--- config.mk ---
export PLATFORM = sky130hd
export DESIGN_NAME = fwd_ctrl_unit_flat
export DESIGN_NICKNAME = d
export VERILOG_FILES = /design/src/rtl/fwd_ctrl_if.sv /design/src/rtl/fwd_ctrl_unit.sv /design/src/flat_wrapper.sv
export SDC_FILE = /design/constraint.sdc
export NUM_CORES = 1
export LEC_CHECK = 0
export BUFFER_PORTS_ARGS = -buffer_cell sky130_fd_sc_hd__buf_2
export CELL_PAD_IN_SITES_DETAIL_PLACEMENT = 0
export CELL_PAD_IN_SITES_GLOBAL_PLACEMENT = 2
export CORE_ASPECT_RATIO = 1.75
export CORE_MARGIN = 2
export CORE_UTILIZATION = 30
export CTS_CLUSTER_DIAMETER = 120
export DETAILED_ROUTE_END_ITERATION = 16
export HOLD_SLACK_MARGIN = 0.08
export PLACE_DENSITY_LB_ADDON = 0.12
export RECOVER_POWER = 50
export SYNTH_ARGS = -nofsm -noshare
export SYNTH_HDL_FRONTEND = slang
export SYNTH_SLANG_ARGS = --single-unit
--- constraint.sdc ---
create_clock -name clk -period 1.8 [get_ports clk]
set_input_delay 0.27 -clock clk [delete_from_list [all_inputs] [get_ports clk]]
set_output_delay 0.27 -clock clk [all_outputs]
set_load 0.005 [all_outputs]
--- src/rtl/fwd_ctrl_if.sv ---
// Bus between the ID/EX control logic and the forwarding/hazard controller.
// The master side presents the decoded ID-stage instruction plus flush and
// receives the mux selects, the stall request and the stall counter.
interface fwd_ctrl_if #(
  parameter int REG_ADDR_W = 5,
  parameter int CNT_W      = 32
) ();
  logic                  id_valid;
  logic [REG_ADDR_W-1:0] id_rs1;
  logic [REG_ADDR_W-1:0] id_rs2;
  logic [REG_ADDR_W-1:0] id_rd;
  logic                  id_reg_write;
  logic                  id_mem_read;
  logic                  flush;
  logic [1:0]            fwd_a;
  logic [1:0]            fwd_b;
  logic                  stall;
  logic [CNT_W-1:0]      stall_count;

  modport master (
    output id_valid, id_rs1, id_rs2, id_rd, id_reg_write, id_mem_read, flush,
    input  fwd_a, fwd_b, stall, stall_count
  );

  modport slave (
    input  id_valid, id_rs1, id_rs2, id_rd, id_reg_write, id_mem_read, flush,
    output fwd_a, fwd_b, stall, stall_count
  );
endinterface

--- src/rtl/fwd_ctrl_unit.sv ---
// Forwarding / load-use hazard controller for the 5-stage pipeline.
// Keeps a small record of the instructions in EX, MEM and WB, derives the
// ALU operand mux selects for the EX instruction and requests a one-cycle
// bubble when the ID instruction consumes the result of a load in EX.
// Select codes: 0 = register file, 1 = EX/MEM result, 2 = MEM/WB value,
// 3 = constant zero.
module fwd_ctrl_unit #(
  parameter int REG_ADDR_W = 5,
  parameter int CNT_W      = 32
) (
  input  logic       clk,
  input  logic       rst,
  fwd_ctrl_if.slave  bus
);

  localparam logic [REG_ADDR_W-1:0] REG_ZERO = {REG_ADDR_W{1'b0}};
  localparam logic [CNT_W-1:0]      CNT_MAX  = {CNT_W{1'b1}};
  localparam logic [CNT_W-1:0]      CNT_ONE  = {{(CNT_W-1){1'b0}}, 1'b1};

  // EX record keeps its sources; MEM/WB only need what forwarding looks at.
  logic                  ex_valid_r;
  logic [REG_ADDR_W-1:0] ex_rs1_r;
  logic [REG_ADDR_W-1:0] ex_rs2_r;
  logic [REG_ADDR_W-1:0] ex_rd_r;
  logic                  ex_reg_write_r;
  logic                  ex_mem_read_r;
  logic                  mem_valid_r;
  logic [REG_ADDR_W-1:0] mem_rd_r;
  logic                  mem_reg_write_r;
  logic                  wb_valid_r;
  logic [REG_ADDR_W-1:0] wb_rd_r;
  logic                  wb_reg_write_r;
  logic [CNT_W-1:0]      stall_count_r;

  logic                  stall_s;
  logic [1:0]            fwd_a_s;
  logic [1:0]            fwd_b_s;

  // Priority chain for one operand: bubble, r0, newest producer (MEM), then WB.
  function automatic logic [1:0] fwd_sel(
    input logic                  ex_v,
    input logic [REG_ADDR_W-1:0] src,
    input logic                  mem_v,
    input logic                  mem_rw,
    input logic [REG_ADDR_W-1:0] mem_rd,
    input logic                  wb_v,
    input logic                  wb_rw,
    input logic [REG_ADDR_W-1:0] wb_rd
  );
    logic [1:0] sel;
    if (!ex_v) begin
      sel = 2'd0;
    end else if (src == REG_ZERO) begin
      sel = 2'd3;
    end else if (mem_v && mem_rw && (mem_rd == src)) begin
      sel = 2'd1;
    end else if (wb_v && wb_rw && (wb_rd == src)) begin
      sel = 2'd2;
    end else begin
      sel = 2'd0;
    end
    return sel;
  endfunction

  // Load-use detection against the live ID inputs, plus operand selects from stage records.
  always_comb begin
    stall_s = ex_valid_r && ex_mem_read_r && (ex_rd_r != REG_ZERO) && bus.id_valid &&
              ((bus.id_rs1 == ex_rd_r) || (bus.id_rs2 == ex_rd_r));
    fwd_a_s = fwd_sel(ex_valid_r, ex_rs1_r, mem_valid_r, mem_reg_write_r, mem_rd_r,
                      wb_valid_r, wb_reg_write_r, wb_rd_r);
    fwd_b_s = fwd_sel(ex_valid_r, ex_rs2_r, mem_valid_r, mem_reg_write_r, mem_rd_r,
                      wb_valid_r, wb_reg_write_r, wb_rd_r);
  end

  // Advance the stage records; a stalled or flushed ID slot becomes a bubble in EX.
  always_ff @(posedge clk) begin
    if (rst) begin
      ex_valid_r      <= 1'b0;
      ex_rs1_r        <= REG_ZERO;
      ex_rs2_r        <= REG_ZERO;
      ex_rd_r         <= REG_ZERO;
      ex_reg_write_r  <= 1'b0;
      ex_mem_read_r   <= 1'b0;
      mem_valid_r     <= 1'b0;
      mem_rd_r        <= REG_ZERO;
      mem_reg_write_r <= 1'b0;
      wb_valid_r      <= 1'b0;
      wb_rd_r         <= REG_ZERO;
      wb_reg_write_r  <= 1'b0;
    end else begin
      wb_valid_r      <= mem_valid_r;
      wb_rd_r         <= mem_rd_r;
      wb_reg_write_r  <= mem_reg_write_r;
      mem_valid_r     <= ex_valid_r;
      mem_rd_r        <= ex_rd_r;
      mem_reg_write_r <= ex_reg_write_r;
      if (bus.id_valid && !bus.flush && !stall_s) begin
        ex_valid_r     <= 1'b1;
        ex_rs1_r       <= bus.id_rs1;
        ex_rs2_r       <= bus.id_rs2;
        ex_rd_r        <= bus.id_rd;
        ex_reg_write_r <= bus.id_reg_write;
        ex_mem_read_r  <= bus.id_mem_read;
      end else begin
        ex_valid_r     <= 1'b0;
        ex_rs1_r       <= REG_ZERO;
        ex_rs2_r       <= REG_ZERO;
        ex_rd_r        <= REG_ZERO;
        ex_reg_write_r <= 1'b0;
        ex_mem_read_r  <= 1'b0;
      end
    end
  end

  // Saturating count of stall cycles; sticks at all-ones instead of wrapping.
  always_ff @(posedge clk) begin
    if (rst) begin
      stall_count_r <= {CNT_W{1'b0}};
    end else if (stall_s && (stall_count_r != CNT_MAX)) begin
      stall_count_r <= stall_count_r + CNT_ONE;
    end else begin
      stall_count_r <= stall_count_r;
    end
  end

  assign bus.stall       = stall_s;
  assign bus.fwd_a       = fwd_a_s;
  assign bus.fwd_b       = fwd_b_s;
  assign bus.stall_count = stall_count_r;

endmodule
--- src/flat_wrapper.sv ---
// flat-port wrapper written by rule: the top's interface ports become plain ports
module fwd_ctrl_unit_flat 
#(
  parameter int REG_ADDR_W = 5,
  parameter int CNT_W      = 32
)
  (clk, rst, bus_id_valid, bus_id_rs1, bus_id_rs2, bus_id_rd, bus_id_reg_write, bus_id_mem_read, bus_flush, bus_fwd_a, bus_fwd_b, bus_stall, bus_stall_count);
  fwd_ctrl_if #(.REG_ADDR_W(REG_ADDR_W), .CNT_W(CNT_W)) bus_i ();
  input  logic clk;
  input  logic rst;
  input wire logic [$bits(bus_i.id_valid)-1:0] bus_id_valid;
  input wire logic [$bits(bus_i.id_rs1)-1:0] bus_id_rs1;
  input wire logic [$bits(bus_i.id_rs2)-1:0] bus_id_rs2;
  input wire logic [$bits(bus_i.id_rd)-1:0] bus_id_rd;
  input wire logic [$bits(bus_i.id_reg_write)-1:0] bus_id_reg_write;
  input wire logic [$bits(bus_i.id_mem_read)-1:0] bus_id_mem_read;
  input wire logic [$bits(bus_i.flush)-1:0] bus_flush;
  output wire logic [$bits(bus_i.fwd_a)-1:0] bus_fwd_a;
  output wire logic [$bits(bus_i.fwd_b)-1:0] bus_fwd_b;
  output wire logic [$bits(bus_i.stall)-1:0] bus_stall;
  output wire logic [$bits(bus_i.stall_count)-1:0] bus_stall_count;
  assign bus_i.id_valid = bus_id_valid;
  assign bus_i.id_rs1 = bus_id_rs1;
  assign bus_i.id_rs2 = bus_id_rs2;
  assign bus_i.id_rd = bus_id_rd;
  assign bus_i.id_reg_write = bus_id_reg_write;
  assign bus_i.id_mem_read = bus_id_mem_read;
  assign bus_i.flush = bus_flush;
  assign bus_fwd_a = bus_i.fwd_a;
  assign bus_fwd_b = bus_i.fwd_b;
  assign bus_stall = bus_i.stall;
  assign bus_stall_count = bus_i.stall_count;
  fwd_ctrl_unit #(.REG_ADDR_W(REG_ADDR_W), .CNT_W(CNT_W)) u_core (.clk(clk), .rst(rst), .bus(bus_i));
endmodule
# --- Word-level counts from Yosys, hierarchy flattened ---
# Cells that the tools add are included.
word_totals:
  output_inout_bits: 37
  elab_cells: 51
  register_bits: 64
classes:
  eq_ne: 7
  n_reduce_logical: 20
  muxes: 9
  n_addsub: 1
  bitwise: 1
ops:
  columns: ["cell", "count"]
  rows:
  - ["adder 32 x 1 -> 32 bit, second input constant", 1]
  - ["inequality test 32 bit, second input constant", 1]
  - ["== test 5 bit", 6]
  - ["2-to-1 mux 2 bit", 8]
  - ["logical AND 1 bit", 13]
  - ["zero test 5 bit", 2]
  - ["nonzero test 5 bit", 1]
  - ["zero test 1 bit", 2]
  - ["OR reduction 2 bit", 1]
  - ["logical OR 1 bit", 1]
  - ["2-to-1 mux 1 bit", 1]
  - ["NOT 1 bit", 1]

# --- Depth between registers and ports, before layout ---
depth:
  ltp_word: 8
  depth_mapped: 8
  mapped_depth_nobuf: 7

# --- Worst setup path before layout ---
# OpenSTA, ideal clock, no wires.
synth_timing:
  kind: "reg-to-reg"
  from: "register u_core.stall_count_r[0] (netlist: u_core.bus.stall_count[0])"
  to: "register u_core.stall_count_r[1] (netlist: u_core.bus.stall_count[1])"
  stages_incl_launch_ff: 8
  period_less_slack_ns: 1.843
  setup_slack_ns: -0.043
  setup_time_ns: 0.128
  required_ns: 1.672
  t_arrival_ns: 1.715
  path_buffers: 0
  path_cell_list: "dfxtp_1 -> ha_1 -> nand3_1 -> nor4_2 -> nand3_1 -> nand3_2 -> mux2i_1 -> nor2_1"
synth_via:
  elab_chain_len: 2
  elab_cells_between_ends: 3
  cone_classes: "1 x add/sub; 1 x eq/ne; 1 x reduce/logical"
synth_rtl:
  columns: ["item", "line", "rtl"]
  rows:
  - ["start: declaration", "fwd_ctrl_unit.sv:33", "logic [CNT_W-1:0] stall_count_r;"]
  - ["start signal: assignment", "fwd_ctrl_unit.sv:118", "stall_count_r <= {CNT_W{1'b0}};"]
  - ["start signal: assignment", "fwd_ctrl_unit.sv:120", "stall_count_r <= stall_count_r + CNT_ONE;"]
  - ["start signal: assignment", "fwd_ctrl_unit.sv:122", "stall_count_r <= stall_count_r;"]
  - ["parallel branches: the longest is 2 deep, another holds adder 32 x 1 -> 32 bit", null, null]
# Several ways; the timed one is not identified.
# A chain may end at the register's enable or synchronous reset.

# --- Worst setup path in the final report ---
layout_timing:
  from: "register u_core.stall_count_r[1] (netlist: u_core.bus.stall_count[1])"
  to: "register u_core.stall_count_r[17] (netlist: u_core.bus.stall_count[17])"
# The elaborated chain is that of the path after synthesis.

==> impl_metrics.json <==
{
  "path_buf_inv": 3,
  "cts.path.max_buffers": 2,
  "cp_slowest_cell": "or4_4",
  "portBuffers": 57,
  "dr.first_iter.drc_count": 47,
  "reg2reg_depth": 8,
  "numCtsBuffers": 9,
  "viasPerCell": 4.894,
  "drc_errors": 0,
  "grt_start_max_net_pins": 34,
  "cts_tree": "done",
  "grtUsageTotal_pct": 18.03,
  "slew_violations": 0,
  "area_growth_pct": 60.75,
  "gp_congestion": 0.7533,
  "min_path_type": "in2reg",
  "ctsHoldBuffers": 0,
  "root_buffer": "clkbuf_16",
  "muxShareOfSynthArea_pct": 1.865,
  "synth-simple-area-share_pct": 31.03,
  "synth-async-reset-ratio_pct": 0,
  "postSynthAreaPerCell_sq_um": 9.082,
  "crit_start": "u_core.bus.stall_count[1]",
  "dieHeight_um": 135.2,
  "place_area_sq_um": 3880,
  "synth_seq_cells": 64,
  "status": "finished with violations",
  "r2r_start": "u_core.bus.stall_count[1]",
  "start_util_pct": 30.98,
  "multi_input_area_sq_um": 1989,
  "ys_types": 42,
  "nFillCells": 955,
  "pwr_density_cell_nw_per_um2": 740.4,
  "syn-num-nets": 347,
  "holdCritStartpoint": "bus_id_rd[3]",
  "cp.required_ns": 2.05,
  "synth_fa_ha_area_share_pct": 0.4239,
  "setup_slack_ns": -0.1505,
  "max_cap_violations": 0,
  "synth_edf_count": 0,
  "synth-compound-area-share_pct": 11.87,
  "cts.sinks": 64,
  "drive_gt1_share_pct": 51.05,
  "critical-path-max-stage-delay_ns": 0.51,
  "netlist.top_cell.by_area": "dfxtp_1",
  "violations": "setup timing",
  "seq_area_sq_um": 1313,
  "coreArea_sq_um": 9527,
  "crit_end": "u_core.bus.stall_count[17]",
  "hpwl_um": 6914,
  "path_cells": "buf_4, nand2_1, nor3_1, buf_4, nand3_2, buf_6, or4_4, a21oi_2",
  "chipWidth_um": 78.98,
  "ir_drop_uv": 462.0,
  "num_rows": 47,
  "yosys_warnings": 0,
  "antenna_found_initial": 0,
  "fin_nets": 491,
  "dr.pass1.iters": 4,
  "final_cell_area_sq_um": 4745,
  "hold_viol_final": 0,
  "tightest_slew_ns": 0.8630,
  "synthFlopType": "dfxtp_1",
  "worstPathMaxFanout": 6,
  "clk_latency_ns": 0.33,
  "yosys.area_share.xor_xnor_pct": 9.496,
  "netlist_area_sq_um": 2952,
  "setup_viol": 33,
  "crit_top_cell": "buf_4",
  "avgRoutedWirePerCell_um": 16.02,
  "rsz0062_at_grt": "yes",
  "timing.rr.end": "u_core.bus.stall_count[17]",
  "reg2reg_slack_ns": -0.15,
  "post-route-period-util_pct": 108.4,
  "clock.fmax_mhz": 512.7,
  "vias": 2917,
  "ys_top_cells_by_area": "dfxtp_1 43%, xnor2_1 7.7%, a21oi_1 3.9%",
  "ioPinCount": 58,
  "grt_pass1_vias": 2959,
  "finClkSkew_ns": 0.004929,
  "end_kind": "flop",
  "synth_top_area_share_pct": 43.41,
  "cp-start-kind": "flop",
  "synthCells": 325,
  "ys_seq_area_share_pct": 43.41,
  "cpLargestDelayFamily": "simple AND/OR/NAND/NOR gates",
  "worstPathArrival_ns": 2.20,
  "grt_pass1_wl_um": 14560,
  "gr-total-overflow": 0,
  "htree_levels": 3,
  "path_clk_slew_ns": 0.06,
  "worst-setup-path-type": "reg2reg",
  "leakagePower_nw": 1.901,
  "p_total_mw": 3.513,
  "routed_wl_um": 9545,
  "n_antenna_cell": 0,
  "slew_headroom_pct": 42.47,
  "cp.depth": 8,
  "die_area_sq_um": 10680,
  "finalCriticalPeriod_ns": 1.950,
  "synth_top_family_by_area": "simple AND/OR/NAND/NOR gates",
  "ant_nets": 0
}
## logic make-up (layout without fill, tap and decap cells)
| group | count (synthesis) | in the layout |
|---|---|---|
| fa+ha+maj | 1 | 1 |
| xor+xnor | 32 | 32 |
| compound gates | 57 | 57 |
| mux | 5 | 5 |
| simple gates | 154 | 155 |
| buf+inv | 12 | 160 |
| flops | 64 | 64 |
## power by group
part,switching [mW],total [mW],internal (mW),leakage [nW]
Sequential,0.0185,1.45,1.43,0.528
Clock,0.669,1.88,1.21,0.148
Combinational,0.0928,0.183,0.0899,1.23
## cells in the mapped netlist (all sizes together) (6+ instances only)
cell type / count
o31ai: 8
nor3: 6
or4: 10
xor2: 6
or3: 15
nor2b: 18
a21oi: 24
o21ai: 15
nand2: 18
clkbuf: 7
nor2: 17
and3: 7
nand4: 14
dfxtp: 64
and2: 17
nand3: 18
xnor2: 26
## layer usage
metal | vias up | wire length [um] | track usage, % | part of all wire [%]
li1 | 1463 | - | - | -
met3 | 13 | 275 | 3.933 | 2.9
met1 | 1400 | 3400 | 16.69 | 36
met4 | 0 | 192 | 6.609 | 2.0
met5 | - | 0 | 0 | 0
met2 | 41 | 5678 | 36.82 | 59
## cell type report
type,instances,share of cell area (%)
clock buffers,9,4.747
clock inverters,7,2.031
inverters,3,0.2901
multi-input cells,250,41.93
flip-flops and latches,64,27.66
well taps,122,3.217
repair buffers,141,20.12
## worst reg2reg max path: stages (launching register included)
cell	delay, ns
dfxtp_1	0.39
buf_4	0.14
nand2_1	0.07
nor3_1	0.22
buf_4	0.18
nand3_2	0.09
buf_6	0.17
or4_4	0.51
a21oi_2	0.11
## metrics by stage
step	setup WS [ns]	util, %	instances	setup TNS, ns	hold slack, ns
final	-0.1505	49.80	596	-2.041	0.1341
after global routing	-0.2189	49.80	596	-5.861	0.1407
after CTS	-0.1152	46.81	587	-1.107	0.1232
after detailed placement	-0.2410	40.73	563	-7.341	0.4387
after global placement	-0.2454	40.73	563	-6.716	0.4487
after floorplan	0.01644	-	325	0	0.3917
## registers in the layout (all words and copies together) (netlist names)
signal                  flops
u_core.bus.stall_count     32
u_core.ex_rd_r              5
u_core.ex_rs1_r             5
u_core.ex_rs2_r             5
u_core.mem_rd_r             5
u_core.wb_rd_r              5
u_core.ex_mem_read_r        1
u_core.ex_reg_write_r       1
u_core.ex_valid_r           1
u_core.mem_reg_write_r      1
u_core.mem_valid_r          1
u_core.wb_reg_write_r       1
u_core.wb_valid_r           1
## cells in the final DEF, fill, tap and decap left out, types with 4 or more instances in the layout
cell	Yosys	routed
a21oi_1	23	9
a21oi_2	1	15
and2_1	17	17
and3_1	7	5
buf_2	0	52
buf_4	1	63
buf_6	1	9
clkbuf_1	7	12
clkbuf_16	0	10
dfxtp_1	64	43
dfxtp_2	0	19
nand2_1	18	15
nand3_1	16	12
nand3_4	0	5
nand4_1	12	12
nor2_1	16	10
nor2_2	1	4
nor2b_1	18	18
o21a_1	4	4
o21ai_0	15	10
o21ai_1	0	5
o31ai_1	8	6
or3_1	15	9
or3_4	0	6
or4_4	0	7
xnor2_1	26	19
xnor2_2	0	6
xor2_1	6	6
## worst min-delay path by stage
stage	slack (ns)	cells past startpoint	endpoint
floorplan	0.39	1	u_core.ex_mem_read_r
global placement	0.45	1	u_core.mem_reg_write_r
detailed placement	0.44	1	u_core.mem_reg_write_r
CTS	0.12	2	u_core.ex_rd_r[3]
global route	0.14	2	u_core.ex_rd_r[3]
finish	0.13	2	u_core.ex_rd_r[3]
## timing repair
item / CTS / global route
gates cloned: 0 / 3
gates resized for setup: 52 / 58
setup buffers: 8 / 7
endpoints found under the setup margin: 54 / 35
pin swaps: 20 / 25
No activity file was read; power rests on OpenSTA's default activity.
